`src/rtl/wdt_pkg.sv`:
```
// Shared definitions for the watchdog block: kick-unlock state encoding,
// default unlock keys and the common counter width.
package wdt_pkg;

    localparam int         CNT_W_DEF = 16;
    localparam logic [7:0] KEY1_DEF  = 8'h55;
    localparam logic [7:0] KEY2_DEF  = 8'hAA;

    typedef enum logic {
        IDLE     = 1'b0,
        GOT_KEY1 = 1'b1
    } kick_state_e;

endpackage

```
`src/rtl/wdt_sat_counter.sv`:
```
// Width-parameterised saturating up-counter with synchronous clear.
// Clear has priority over increment; the count sticks at all-ones.
module wdt_sat_counter #(
    parameter int WIDTH = 16
) (
    input  logic             i_clk,
    input  logic             i_rst,
    input  logic             i_clr,
    input  logic             i_inc,
    output logic [WIDTH-1:0] o_cnt
);

    logic [WIDTH-1:0] cnt_q, cnt_d;

    always_comb begin
        cnt_d = cnt_q;
        if (i_clr) begin
            cnt_d = '0;
        end else if (i_inc && (cnt_q != '1)) begin
            cnt_d = cnt_q + 1'b1;
        end
    end

    always_ff @(posedge i_clk or posedge i_rst) begin
        if (i_rst) begin
            cnt_q <= '0;
        end else begin
            cnt_q <= cnt_d;
        end
    end

    assign o_cnt = cnt_q;

endmodule

```
`src/rtl/wdt_kick_unlock.sv`:
```
// Qualifies software kick writes (KEY1 then KEY2) into a one-cycle watchdog clear.
// Optional sticky failure mode: define WDT_KICK_ERR_FORCE_EN.
module wdt_kick_unlock
    import wdt_pkg::*;
#(
    parameter logic [7:0] KEY1       = KEY1_DEF,
    parameter logic [7:0] KEY2       = KEY2_DEF,
    parameter int         KEY_GAP    = 8,
    parameter int         MIN_WINDOW = 4,
    parameter int         CNT_W      = CNT_W_DEF
) (
    input  logic             i_clk,
    input  logic             i_rst,
    input  logic             i_wr_en,
    input  logic [7:0]       i_wr_data,
    output logic             o_clrwdt,
    output logic             o_key_err,
    output logic             o_early_err,
    output logic             o_armed,
    output logic [CNT_W-1:0] o_kick_cnt
`ifdef WDT_KICK_ERR_FORCE_EN
    ,
    output logic             o_force_fail
`endif
);

    localparam int GAP_W = $clog2(KEY_GAP + 1);

    kick_state_e      state_q, state_d;
    logic [GAP_W-1:0] gap_q, gap_d;
    logic             clr_q, clr_d;
    logic             kerr_q, kerr_d;
    logic             eerr_q, eerr_d;
    logic             seq_ok;
    logic             force_q;
    logic [CNT_W-1:0] win_cnt;

    always_comb begin
        state_d = state_q;
        gap_d   = gap_q;
        seq_ok  = 1'b0;
        kerr_d  = 1'b0;
        eerr_d  = 1'b0;
        case (state_q)
            IDLE: begin
                if (i_wr_en) begin
                    if (i_wr_data == KEY1) begin
                        state_d = GOT_KEY1;
                        gap_d   = '0;
                    end else begin
                        kerr_d = 1'b1;
                    end
                end
            end
            GOT_KEY1: begin
                // A write in the timeout cycle is still evaluated normally.
                if (i_wr_en) begin
                    state_d = IDLE;
                    if (i_wr_data == KEY2) begin
                        if (win_cnt >= CNT_W'(MIN_WINDOW)) begin
                            seq_ok = 1'b1;
                        end else begin
                            eerr_d = 1'b1;
                        end
                    end else begin
                        kerr_d = 1'b1;
                    end
                end else if (gap_q == GAP_W'(KEY_GAP - 1)) begin
                    state_d = IDLE;
                    kerr_d  = 1'b1;
                end else begin
                    gap_d = gap_q + 1'b1;
                end
            end
            default: state_d = IDLE;
        endcase
    end

`ifdef WDT_KICK_ERR_FORCE_EN
    // Once any error is seen, valid sequences no longer reach the watchdog.
    assign clr_d = seq_ok & ~force_q;

    always_ff @(posedge i_clk or posedge i_rst) begin
        if (i_rst) begin
            force_q <= 1'b0;
        end else if (kerr_d || eerr_d) begin
            force_q <= 1'b1;
        end
    end

    assign o_force_fail = force_q;
`else
    assign clr_d   = seq_ok;
    assign force_q = 1'b0;
`endif

    always_ff @(posedge i_clk or posedge i_rst) begin
        if (i_rst) begin
            state_q <= IDLE;
            gap_q   <= '0;
            clr_q   <= 1'b0;
            kerr_q  <= 1'b0;
            eerr_q  <= 1'b0;
        end else begin
            state_q <= state_d;
            gap_q   <= gap_d;
            clr_q   <= clr_d;
            kerr_q  <= kerr_d;
            eerr_q  <= eerr_d;
        end
    end

    // Window reads 0 during the cycle the clear pulse is high.
    wdt_sat_counter #(.WIDTH(CNT_W)) u_win_cnt (
        .i_clk (i_clk),
        .i_rst (i_rst),
        .i_clr (clr_d),
        .i_inc (1'b1),
        .o_cnt (win_cnt)
    );

    wdt_sat_counter #(.WIDTH(CNT_W)) u_kick_cnt (
        .i_clk (i_clk),
        .i_rst (i_rst),
        .i_clr (1'b0),
        .i_inc (clr_d),
        .o_cnt (o_kick_cnt)
    );

    assign o_clrwdt    = clr_q;
    assign o_key_err   = kerr_q;
    assign o_early_err = eerr_q;
    assign o_armed     = (state_q == GOT_KEY1);

endmodule

```
`config.mk`:
```
export PLATFORM = sky130hd
export DESIGN_NAME = wdt_kick_unlock
export DESIGN_NICKNAME = d
export VERILOG_FILES = /design/src/rtl/wdt_pkg.sv /design/src/rtl/wdt_sat_counter.sv /design/src/rtl/wdt_kick_unlock.sv
export SDC_FILE = /design/constraint.sdc
export NUM_CORES = 1
export LEC_CHECK = 0
export CAP_MARGIN = 40
export CORE_ASPECT_RATIO = 2
export CORE_MARGIN = 2
export CORE_UTILIZATION = 45
export CTS_CLUSTER_SIZE = 30
export DETAILED_ROUTE_END_ITERATION = 6
export PLACE_DENSITY = 0.82
export SLEW_MARGIN = 40
export SYNTH_ARGS = -nofsm -noshare
export SYNTH_HDL_FRONTEND = slang
export SYNTH_SLANG_ARGS = --single-unit
```
`constraint.sdc`:
```
create_clock -name i_clk -period 1.65 [get_ports i_clk]
set_input_delay 0.33 -clock i_clk [delete_from_list [all_inputs] [get_ports i_clk]]
set_output_delay 0.33 -clock i_clk [all_outputs]
set_load 0.005 [all_outputs]
```
# Yosys cells after proc, flatten, opt, wreduce, memory -nomap -nowiden
# Cells that the tools add are included.
# W data, S select, Z words.
[word_totals] mem_count=0 regBits=40 romBits=0 ramBits=0 latchBits=0 input_bits=11 elab_cells=50 output_inout_bits=20
[classes] n_bitwise=1 addsub=3 mul=0 n_lt_le_gt_ge=1 n_eq_ne=9 n_reduce_logical=3 shifts=0 div_mod_pow=0 muxes=26
[op_table] cell="$add A16 B1 Y16 const B" count=2
[op_table] cell="$mux W16" count=2
[op_table] cell="$ne A16 B16 Y1 const B" count=2
[op_table] cell="$mux W1" count=17
[op_table] cell="$ge A16 B3 Y1 const B" count=1
[op_table] cell="$mux W4" count=4
[op_table] cell="$eq A8 B7 Y1 const B" count=1
[op_table] cell="$eq A8 B8 Y1 const B" count=1
[op_table] cell="$ne A2 B2 Y1 const B" count=4
[op_table] cell="$pmux W4 S2" count=1
[op_table] cell="$add A4 B1 Y4 const B" count=1
[op_table] cell="$eq A4 B3 Y1 const B" count=1
[op_table] cell="$pmux W1 S2" count=2
[op_table] cell="$reduce_and A4 Y1" count=1
[op_table] cell="$reduce_bool A2 Y1" count=1
[op_table] cell="$logic_and A1 B1 Y1" count=1
[op_table] cell="$not A1 Y1" count=1

# Longest topological paths before layout
# Gate-level depths: netlist of run 1.
[depth] depth_word=6 ltp_mapped=8 ltp_nobuf=6

# Modules after synthesis
# Synthesis of run 1 repeated with hierarchy kept, for this count alone.
[hier_totals] cells_unflattened=251 area_unflattened_um2=2334.7
[by_module_without_submodules] mod="wdt_sat_counter" seq_area_each_um2=400.4 area_each_um2=932.1 instances=2 cells_each=101
[by_module_without_submodules] mod="wdt_kick_unlock" seq_area_each_um2=200.2 area_each_um2=470.5 instances=1 cells_each=49

# Worst setup path after synthesis of run 1
# No wires, ideal clock.
[synth_timing] path_kind="flip-flop to flip-flop" start="reg u_kick_cnt.cnt_q[0], in the netlist u_kick_cnt.o_cnt[0]" end="reg u_kick_cnt.cnt_q[1], in the netlist u_kick_cnt.o_cnt[1]" setup_ps=125 arrival_ps=1661 setup_slack_ps=-135 stages_incl_launch_ff=7 path_buffers=1 path_cell_list="dfrtp_1 -> ha_1 -> buf_2 -> and3_1 -> nand4_1 -> nand3_1 -> mux2_2"
[synth_between] elab_chain_cells=2 elab_cells_between_ends=3 cone_classes="add/sub (1); eq/ne (1); reduce/logical (1)"
[synth_rtl] item="start, declared" line="wdt_sat_counter.sv:13" text="logic [WIDTH-1:0] cnt_q, cnt_d;"
[synth_rtl] item="start signal, assigned" line="wdt_sat_counter.sv:28" text="cnt_q <= cnt_d;"
[synth_rtl] item="parallel branches: the longest is 2 deep, another holds $add A16 B1 Y16"
# Parallel ways; which one is timed is not known.
# A chain may end at the register's enable or synchronous reset.

# Worst setup path after layout of run 1
[layout_timing] start="reg u_win_cnt.cnt_q[5], in the netlist u_win_cnt.o_cnt[5]" end="reg u_kick_cnt.cnt_q[15], in the netlist u_kick_cnt.o_cnt[15]"
[layout_between] elab_chain_cells=6
[layout_rtl] item="start, declared" line="wdt_sat_counter.sv:13"
[layout_rtl] item="start signal, assigned" line="wdt_sat_counter.sv:28"
[layout_rtl] item="$ge A16 B3 Y1" line="wdt_kick_unlock.sv:60" text="if (win_cnt >= CNT_W'(MIN_WINDOW)) begin"
[layout_rtl] item="$mux W1" line="wdt_kick_unlock.sv:60"
[layout_rtl] item="$mux W1" line="wdt_kick_unlock.sv:59" text="if (i_wr_data == KEY2) begin"
[layout_rtl] item="$mux W1" line="wdt_kick_unlock.sv:57" text="if (i_wr_en) begin"
[layout_rtl] item="$mux W1" line="wdt_kick_unlock.sv:44" text="case (state_q)"
[layout_rtl] item="$logic_and A1 B1 Y1" line="wdt_sat_counter.sv:19" text="end else if (i_inc && (cnt_q != '1)) begin"
# Every way passes these cells.

==> run metrics, run 1 <==
crit end category=flop; clock slew at reported path FFs=0.08 ns; switching portion of total power=0.352; Cells after Synth=204; Routed wire per std cell=16.2 µm; CP Class=flop to flop; Fin Hold WS=0.374 ns; Mapped Area=2090 µm²; HP Class=input port to async pin; worst setup margin=-0.0177 ns; Critical Path RT=1.84 ns; num rows=35; hold buffers post-CTS=0; measured slew at the worst slew-check pin=0.287 ns; Clock Path Buffers=2; H-tree levels=2; Num Clock Sinks=40; initial antenna violation count=0; Netlist cell types=41; Antenna Cells=0; Synth-to-Final Area Change=47.8%; # Max-Cap Violations=0; last weighted congestion value of the routability-driven placer=0.873; critical-path maximum fanout=4; Core Area=4550 µm²; root buf cell=clkbuf_8; Tot GR Track Use=0.225; critical path data arrival time=1.85 ns; commonest non-fill, non-tap cell in the layout=buf_4; clock latency on the worst-skew pair=0.29 ns; clock network fraction of total power=0.200; Vias/cell=5.60; Initial Util=0.459; flop2flop setup slack=-0.02 ns; FILL cells=349; Tmin final=1.67 ns; fin util=0.678; Die ar.=5240 µm²; Max Clock Freq=0.600 GHz; reg2reg start=u_win_cnt.o_cnt[5]; failing checks=negative setup slack; Final ANT Viol Nets=0; nets@finish=303; RSZ-0062 raised after global routing=true; final setup skew=0.00665 ns; 1st-iter DRT viols=57; CTS tree=yes; Psw=1.19 mW; sequential area share after synthesis=0.479; power per standard cell area=1100 nW/µm²; TritonCTS Buffers=5; die height=100 µm; Post-DP HPWL=3760 µm; Remaining Overflow, GRT=0; status=finished with violations; register bit total from synthesis=40; first-pass GRT wire length=8730 µm; Die W=52.2 µm; DRT Wirelength=5570 µm; # setup viols final=1; R2R cell count=6; Slew headroom=0.807; largest net degree at the start of global routing=41; Startpoint Class=flop; Final Max Slew Viols=0; Setup WS pre-CTS=-0.520 ns; commonest non-fill, non-tap cells in the layout=47 x buf_4, 40 x dfrtp_1, 26 x nor2_1; Int Pwr=2.19 mW; final hold vios=0; share of layout cells above drive strength 1=0.311; Post-Syn Nets=219; Logic pwr share=0.403; Reg-to-Reg End=u_kick_cnt.o_cnt[15]; DRC Markers=0; post-route cell area=3090 µm²; vias in the first global route=1970; # IOs=31; synth warn=0; average cell area after synthesis=10.2 µm²; IO buf count=30; DR pass1 iterations=5; static leakage power=1.39 nW; Sequential Power Share=0.398; period utilization=1.01; via count=1927; Peak supply drop=0.935 mV; DP Area=2770 µm²
[registers in the layout (all words and copies together) (netlist names)]
signal and count:
gap_q 4, o_armed 1, o_key_err 1, u_kick_cnt.o_cnt 16, o_early_err 1, u_win_cnt.o_cnt 16, o_clrwdt 1
[how the worst max path moves through the flow]
| stage | slack, ns | startpoint | endpoint | cells after the start |
|---|---|---|---|---|
| detailed placement | -0.52 | i_wr_data[5] | u_kick_cnt.o_cnt[15] | 7 |
| CTS | -0.04 | u_win_cnt.o_cnt[8] | u_kick_cnt.o_cnt[15] | 6 |
| floorplan | -0.04 | u_kick_cnt.o_cnt[0] | u_kick_cnt.o_cnt[1] | 6 |
| global placement | -0.44 | i_wr_data[5] | u_kick_cnt.o_cnt[14] | 6 |
| global route | -0.11 | u_win_cnt.o_cnt[5] | u_kick_cnt.o_cnt[12] | 7 |
| finish | -0.02 | u_win_cnt.o_cnt[5] | u_kick_cnt.o_cnt[15] | 6 |
[Yosys cell counts (all sizes together)]
master / number / area share
ha: 4 / 0.024
nand3: 11 / 0.026
and3: 4 / 0.012
and3b: 1 / 0.0042
nor3b: 2 / 0.0072
nor4b: 1 / 0.0042
nand2b: 2 / 0.0060
nor2b: 1 / 0.0030
inv: 7 / 0.013
and2: 4 / 0.012
nor2: 27 / 0.048
buf: 5 / 0.022
nand4bb: 1 / 0.0054
nand4b: 1 / 0.0042
nand4: 14 / 0.042
or3b: 1 / 0.0042
a211oi: 1 / 0.0036
dfrtp: 40 / 0.48
xor2: 6 / 0.025
xnor2: 17 / 0.071
a21o: 1 / 0.0036
a21oi: 3 / 0.0072
a41oi: 1 / 0.0042
mux2i: 4 / 0.019
nor4bb: 2 / 0.0096
nor3: 9 / 0.024
a22oi: 1 / 0.0036
nand2: 8 / 0.014
nor4: 4 / 0.018
or2: 1 / 0.0030
or3: 3 / 0.0090
mux2: 3 / 0.018
clkbuf: 1 / 0.0018
o21ai: 4 / 0.0096
and4: 9 / 0.039
[layout make-up]
| type | instances | area [µm²] | share of cell area |
|---|---|---|---|
| timing repair buffer | 83 | 731 | 0.237 |
| sequential | 40 | 1000 | 0.324 |
| inverter | 7 | 26.3 | 0.00851 |
| clock inverter | 1 | 7.51 | 0.00243 |
| clock buffer | 7 | 86.3 | 0.0279 |
| tap | 55 | 68.8 | 0.0223 |
| multi-input combinational | 151 | 1170 | 0.378 |
[kinds of logic (layout without fill, tap and decap cells)]
family | Yosys count | in the layout | share of synthesized area
buffers and inverters | 13 | 98 | 0.0365
adder cells (fa/ha/maj) | 4 | 4 | 0.0239
AO/OA/AOI/OAI | 11 | 11 | 0.0317
XOR/XNOR | 23 | 23 | 0.0963
AND/OR/NAND/NOR | 106 | 106 | 0.296
flip-flops | 40 | 40 | 0.479
multiplexers | 7 | 7 | 0.0371
[power by group through the flow]
stage / registers (mW) / logic (mW) / clock network [mW]
finish: 1.34 / 1.36 / 0.675
global route: 1.37 / 1.50 / 0.730
CTS: 1.34 / 1.11 / 0.693
detailed placement: 1.34 / 1.09 / 0
global placement: 1.32 / 1.05 / 0
floorplan: 1.39 / 0.552 / 0
[what timing repair did]
| action | in CTS | in global routing |
|---|---|---|
| buffers inserted | 2 | 7 |
| resized for setup | 23 | 19 |
| pin swaps | 11 | 10 |
| setup endpoints to repair | 34 | 32 |
[worst max-delay path, cell delays in order (launching register included)]
cell and delay [ns]:
dfrtp_1 0.41, nor4_4 0.31, nand4_1 0.17, and2_4 0.19, buf_6 0.13, nand2_2 0.06, mux2_4 0.29
[stage by stage]
stage,TNS (ns),power (mW),cells
global route,-1.05,3.60,344
global placement,-10.66,2.38,327
detailed placement,-13.57,2.42,327
floorplan,-0.0834,1.94,204
finish,-0.0177,3.38,344
CTS,-0.100,3.14,337
[layer usage]
layer	share of wire	up-vias	global-route usage
met5	0	-	0
met4	0.027	0	0.105
met3	0.026	12	0.0313
met2	0.60	51	0.449
met1	0.34	964	0.208
li1	-	900	-
Note: power is estimated with default switching activity, not from simulation.
==> inputs of run 2 (changes only) <==
SETUP_SLACK_MARGIN = 0.02   (was default)
==> run 2 against run 1 <==
The flow still finishes with violations (negative setup slack). Combinational power is 12% higher. Die area stayed put. Final area is 4.0% higher. First-iteration DRC count is 11% higher. Maximum frequency is 1.2% lower. Clock skew hardly changed. Highest routed layer unchanged.
==> run metrics, run 2 (synthesis results as in run 1) <==
period utilization=1.02; TritonCTS Buffers=5; commonest non-fill, non-tap cells in the layout=49 x buf_4, 40 x dfrtp_1, 21 x nor2_1; FILL cells=320; # setup viols final=6; final hold vios=0; Slew headroom=0.798; first-pass GRT wire length=8990 µm; nets@finish=309; CTS tree=yes; num rows=35; measured slew at the worst slew-check pin=0.300 ns; share of layout cells above drive strength 1=0.366; RSZ-0062 raised after global routing=true; Max Clock Freq=0.592 GHz; initial antenna violation count=0; CP max stage delay=0.41 ns; 1st-iter DRT viols=63; via count=1993; Antenna Cells=0; Tot GR Track Use=0.230; crit end category=flop; reg2reg start=u_win_cnt.o_cnt[5]; dpl cells=326; Post-DP HPWL=3750 µm; # IOs=31; clock slew at reported path FFs=0.08 ns; # Max-Cap Violations=0; Initial Util=0.459; Register Area=1000 µm²; Startpoint Class=flop; DRC Markers=0; Die ar.=5240 µm²; Routed wire per std cell=17.3 µm; Final Total Pwr=3.69 mW; vias in the first global route=2018; critical-path maximum fanout=7; Remaining Overflow, GRT=0; H-tree levels=2; root buf cell=clkbuf_8; status=finished with violations; final setup skew=0.00622 ns; Largest delay share family, worst path=simple AND/OR/NAND/NOR gates; HP Class=input port to async pin; critical path data arrival time=1.92 ns; Synth-to-Final Area Change=53.6%; Peak supply drop=1.28 mV; last weighted congestion value of the routability-driven placer=0.778; power per standard cell area=1150 nW/µm²; static leakage power=1.57 nW; clock latency on the worst-skew pair=0.30 ns; Final Max Slew Viols=0; Critical Path RT=1.88 ns; DR pass1 iterations=4; Setup WS pre-CTS=-0.500 ns; Die W=52.2 µm; most used cell, CP=nand4_1; CP max-delay cell=dfrtp_1; Clock Path Buffers=2; CP Class=flop to flop; Final ANT Viol Nets=0; commonest non-fill, non-tap cell in the layout=buf_4; Finished Layout Cells=350; Vias/cell=5.69; Worst Setup SP=u_win_cnt.o_cnt[5]; failing checks=negative setup slack; worst setup margin=-0.0387 ns; multi-input logic area=1200 µm²; post-route setup TNS=-0.110 ns; Tmin final=1.69 ns; largest net degree at the start of global routing=41; WP buf/inv=2; DRT Wirelength=6050 µm; die height=100 µm; CP cell instances=nor4_4, nand4_1, and2_4, buf_8, buf_6, nand4_1, mux2i_1; Num Clock Sinks=40; IO buf count=30; Core Area=4550 µm²
-- run 2: changes by cell type in the layout (fill, tap and decap cells not counted), moves of 4 or more --
cell	change
buf_6	+4
clkdlybuf4s50_1	-7
dlymetal6s2s_1	+6
nor2_1	-5
nor2_2	+5
-- run 2: report_power, final --
part / leakage [nW] / total [mW] / internal [mW] / switching (mW)
clock network: 0.0541 / 0.809 / 0.447 / 0.361
registers: 0.497 / 1.36 / 1.17 / 0.182
logic: 1.02 / 1.52 / 0.746 / 0.776
total: 1.57 / 3.69 / 2.37 / 1.32
-- run 2: worst paths after layout --
check / endpoint / slack (ns) / depth (start not counted)
worst min-delay path: u_kick_cnt.o_cnt[11] / 0.37 / 3
max in group asynchronous: u_kick_cnt.o_cnt[6] / 1.07 / 3
worst min register to register: u_kick_cnt.o_cnt[5] / 0.50 / 1
min in group i_clk: u_kick_cnt.o_cnt[5] / 0.50 / 1
worst max register to register: u_kick_cnt.o_cnt[13] / -0.04 / 7
worst max-delay path: u_kick_cnt.o_cnt[13] / -0.04 / 7
-- run 2: worst register-to-register path, cell delays in order, from the launching register on --
cell	delay (ns)
dfrtp_1	0.41
nor4_4	0.34
nand4_1	0.15
and2_4	0.18
buf_8	0.13
buf_6	0.11
nand4_1	0.09
mux2i_1	0.19
-- run 2: layer usage --
metal | track usage | routed length, µm
met5 | 0 | 0
met1 | 0.226 | 2140
met2 | 0.428 | 3390
met3 | 0.0372 | 210
met4 | 0.132 | 316
-- run 2: repair_timing --
item,4_1_cts,5_1_grt
pin swaps,9,14
cloned,0,0
setup endpoints to repair,32,38
buffers inserted,7,12
hold buffers,0,0
resized for setup,27,38
-- run 2: area by class of cell --
class | count | area share
Clock buffer | 5 | 0.0214
Clock inverter | 3 | 0.0132
Inverter | 7 | 0.00818
Multi-Input combinational cell | 151 | 0.375
Sequential cell | 40 | 0.312
Tap cell | 55 | 0.0214
Timing Repair Buffer | 89 | 0.249
-- run 2: stage by stage --
stage | instance area (µm²) | hold slack [ns] | util
final | 3210 | 0.374 | 0.705
after global routing | 3210 | 0.395 | 0.705
after CTS | 2980 | 0.388 | 0.655
after detailed placement | 2770 | 0.485 | 0.607
after global placement | 2770 | 0.488 | 0.607
after floorplan | 2120 | 0.478 | -
==> edit: new RTL, config.mk and constraints of run 2 <==
Build with the macro `WDT_KICK_ERR_FORCE_EN` defined.
--- a/src/rtl/wdt_kick_unlock.sv
+++ b/src/rtl/wdt_kick_unlock.sv
@@ -1,5 +1,7 @@
 // Qualifies software kick writes (KEY1 then KEY2) into a one-cycle watchdog clear.
 // Optional sticky failure mode: define WDT_KICK_ERR_FORCE_EN.
+`define WDT_KICK_ERR_FORCE_EN
+
 module wdt_kick_unlock
     import wdt_pkg::*;
 #(
Function (old outputs only; new: o_force_fail): changed (Yosys sat finds a counterexample within 10 cycles, from zero or initial values and one cycle with i_rst high).
==> edit against run 2 <==
  * The flow still finishes with violations (negative setup slack)
  * First-iteration DRC count increased by 9.5%
  * Sequential cell count increased by 1
  * Cell count increased by 1.4%
  * Setup slack got worse by 0.10 ns
  * Cell area increased by 5.0%
  * Routed wire length decreased by 0.23%
  * Clock skew increased by 0.0033 ns
  * Non-clock buffer count decreased by 2
  * Synthesized area increased by 2.6%
  * Critical endpoint is now u_kick_cnt.o_cnt[1]$_DFFE_PP0P_
Power is not compared: it rests on default switching activity, and its combinational part moved more than twofold at a synthesized area within 25%.
==> edit: results (changes against run 2) <==
stage	metric	value	unit	change
global_routing	GRT Util Overall	23.07	%	+0.083 points
yosys	register area share after synthesis	47.84	%	about the same
cts	H-tree levels	2		unchanged
global_routing	largest net degree at the start of global routing	42		+2.4%
cts	Clock transition at path regs	0.08	ns	about the same
run_status	status	finished, violations left		
global_routing	first-pass GRT wire length	9142	µm	+1.7%
sta	worst setup margin	-0.1399	ns	-0.1013 ns
yosys	mux contribution to synthesized area	2.392	%	-1.3 points
sta	Setup TNS	-1.163	ns	-1.052 ns
global_routing	met2 GRT Util	44.13	%	+1.3 points
yosys	Synthesized Nets	226		+3.2%
layout	Layout Nets	316		+2.3%
place	hpwl dp	3821	µm	+1.8%
place	Setup WS pre-CTS	-0.4626	ns	+0.03697 ns
routing	drt initial violations	69		+9.5%
cts	# resized after CTS	31		+15%
worst_setup_path	CP max-delay cell	a211o_4		
yosys	Avg Inst Size Synth	10.16	µm²	-0.83%
sta	Clock Skew	0.009558	ns	+0.003339 ns
yosys	post-synthesis compound-gate area fraction	5.718	%	+2.5 points
cts	clk buf depth	2		unchanged
global_routing	grt met1 use	22.36	%	-0.23 points
place	placed inst area	2848	µm²	+3.0%
worst_setup_path	reg-to-reg critical path startpoint	u_kick_cnt.o_cnt[0]$_DFFE_PP0P_		
yosys	fraction of registers with async set/reset	100.0	%	unchanged
routing	via count	2005		+0.60%
routing	met2 wire len	3510	µm	+3.6%
sta	Worst-Margin Slew	0.3586	ns	+0.05811 ns
layout	fraction of layout cells with a size suffix above 1	40.00	%	+3.4 points
routing	Post-Route WL	6038	µm	-0.23%
global_routing	gr busiest metal	met2		
routing	met1 WL	2172	µm	+1.7%
yosys	commonest cells in the netlist	dfrtp_1, nor2_1, nand3_1		
worst_setup_path	CP max stage delay	0.43	ns	+0.02 ns
cts	Worst-Skew Late Latency	0.29	ns	
run_status	failing checks	negative setup slack		
place	PortBufs	31		+3.3%
worst_setup_path	Crit Path Max Fanout	7		unchanged
place	GPL Wtd Cong	0.8747		+12%
yosys	Area contributors post-synth	dfrtp_1, xnor2_1, xor2_1, nand3_1, nor2_1		
worst_setup_path	Reg2Reg Depth	5		-2
worst_setup_path	CP endpoint	u_kick_cnt.o_cnt[1]$_DFFE_PP0P_		
cts	post-CTS setup repair buffer count	8		+1
sta	final setup vio count	22		+16
worst_setup_path	Setup crit start kind	flip-flop		
power_and_ir_drop	leak pwr	1.615	nW	
routing	vias per cell	5.648		-0.81%
sta	Min Hold Slack	0.3840	ns	+0.01011 ns
routing	DR WL met3	166	µm	-21%
yosys	Yosys cell types	41		unchanged
place	placed cell count	336		+3.1%
global_routing	M3 GR Usage	3.982	%	+0.26 points
worst_hold_path	Hold WC Path Type	input pin to async pin		
yosys	Synth Area in Adders	2.334	%	-0.060 points
yosys	xor and xnor area share after synthesis	9.802	%	+0.17 points
## edit: cell types whose count changed in the layout (fill, tap and decap cells not counted), sizes merged, moves of 4 or more
cell	change
and2	-4
inv	+4
nand3	+9
nand4	-4
xnor2	-5
xor2	+6
## edit: area by class of cell
type / instances / area (µm²)
multi-input combinational: 155 / 1364
clock buffer: 5 / 68.82
sequential: 41 / 1028
clock inverter: 1 / 5.005
timing repair buffer: 87 / 795.8
tap: 55 / 68.82
inverter: 11 / 41.29
fill: 300 / 1226
## edit: power breakdown
group | switching, W | internal, W | leakage, nW
registers | 0.0000632 | 0.00106 | 0.514
logic | 0.000184 | 0.000187 | 1.06
clock network | 0.000327 | 0.000278 | 0.0399
## edit: worst max-delay path, delay by kind of cell, from the launching register on
family	cells	cell delay (ns)
DFF	1	0.39
adders and majority gates	1	0.20
and+or+nand+nor	2	0.33
AOI/OAI and AO/OA	1	0.43
muxes	1	0.32
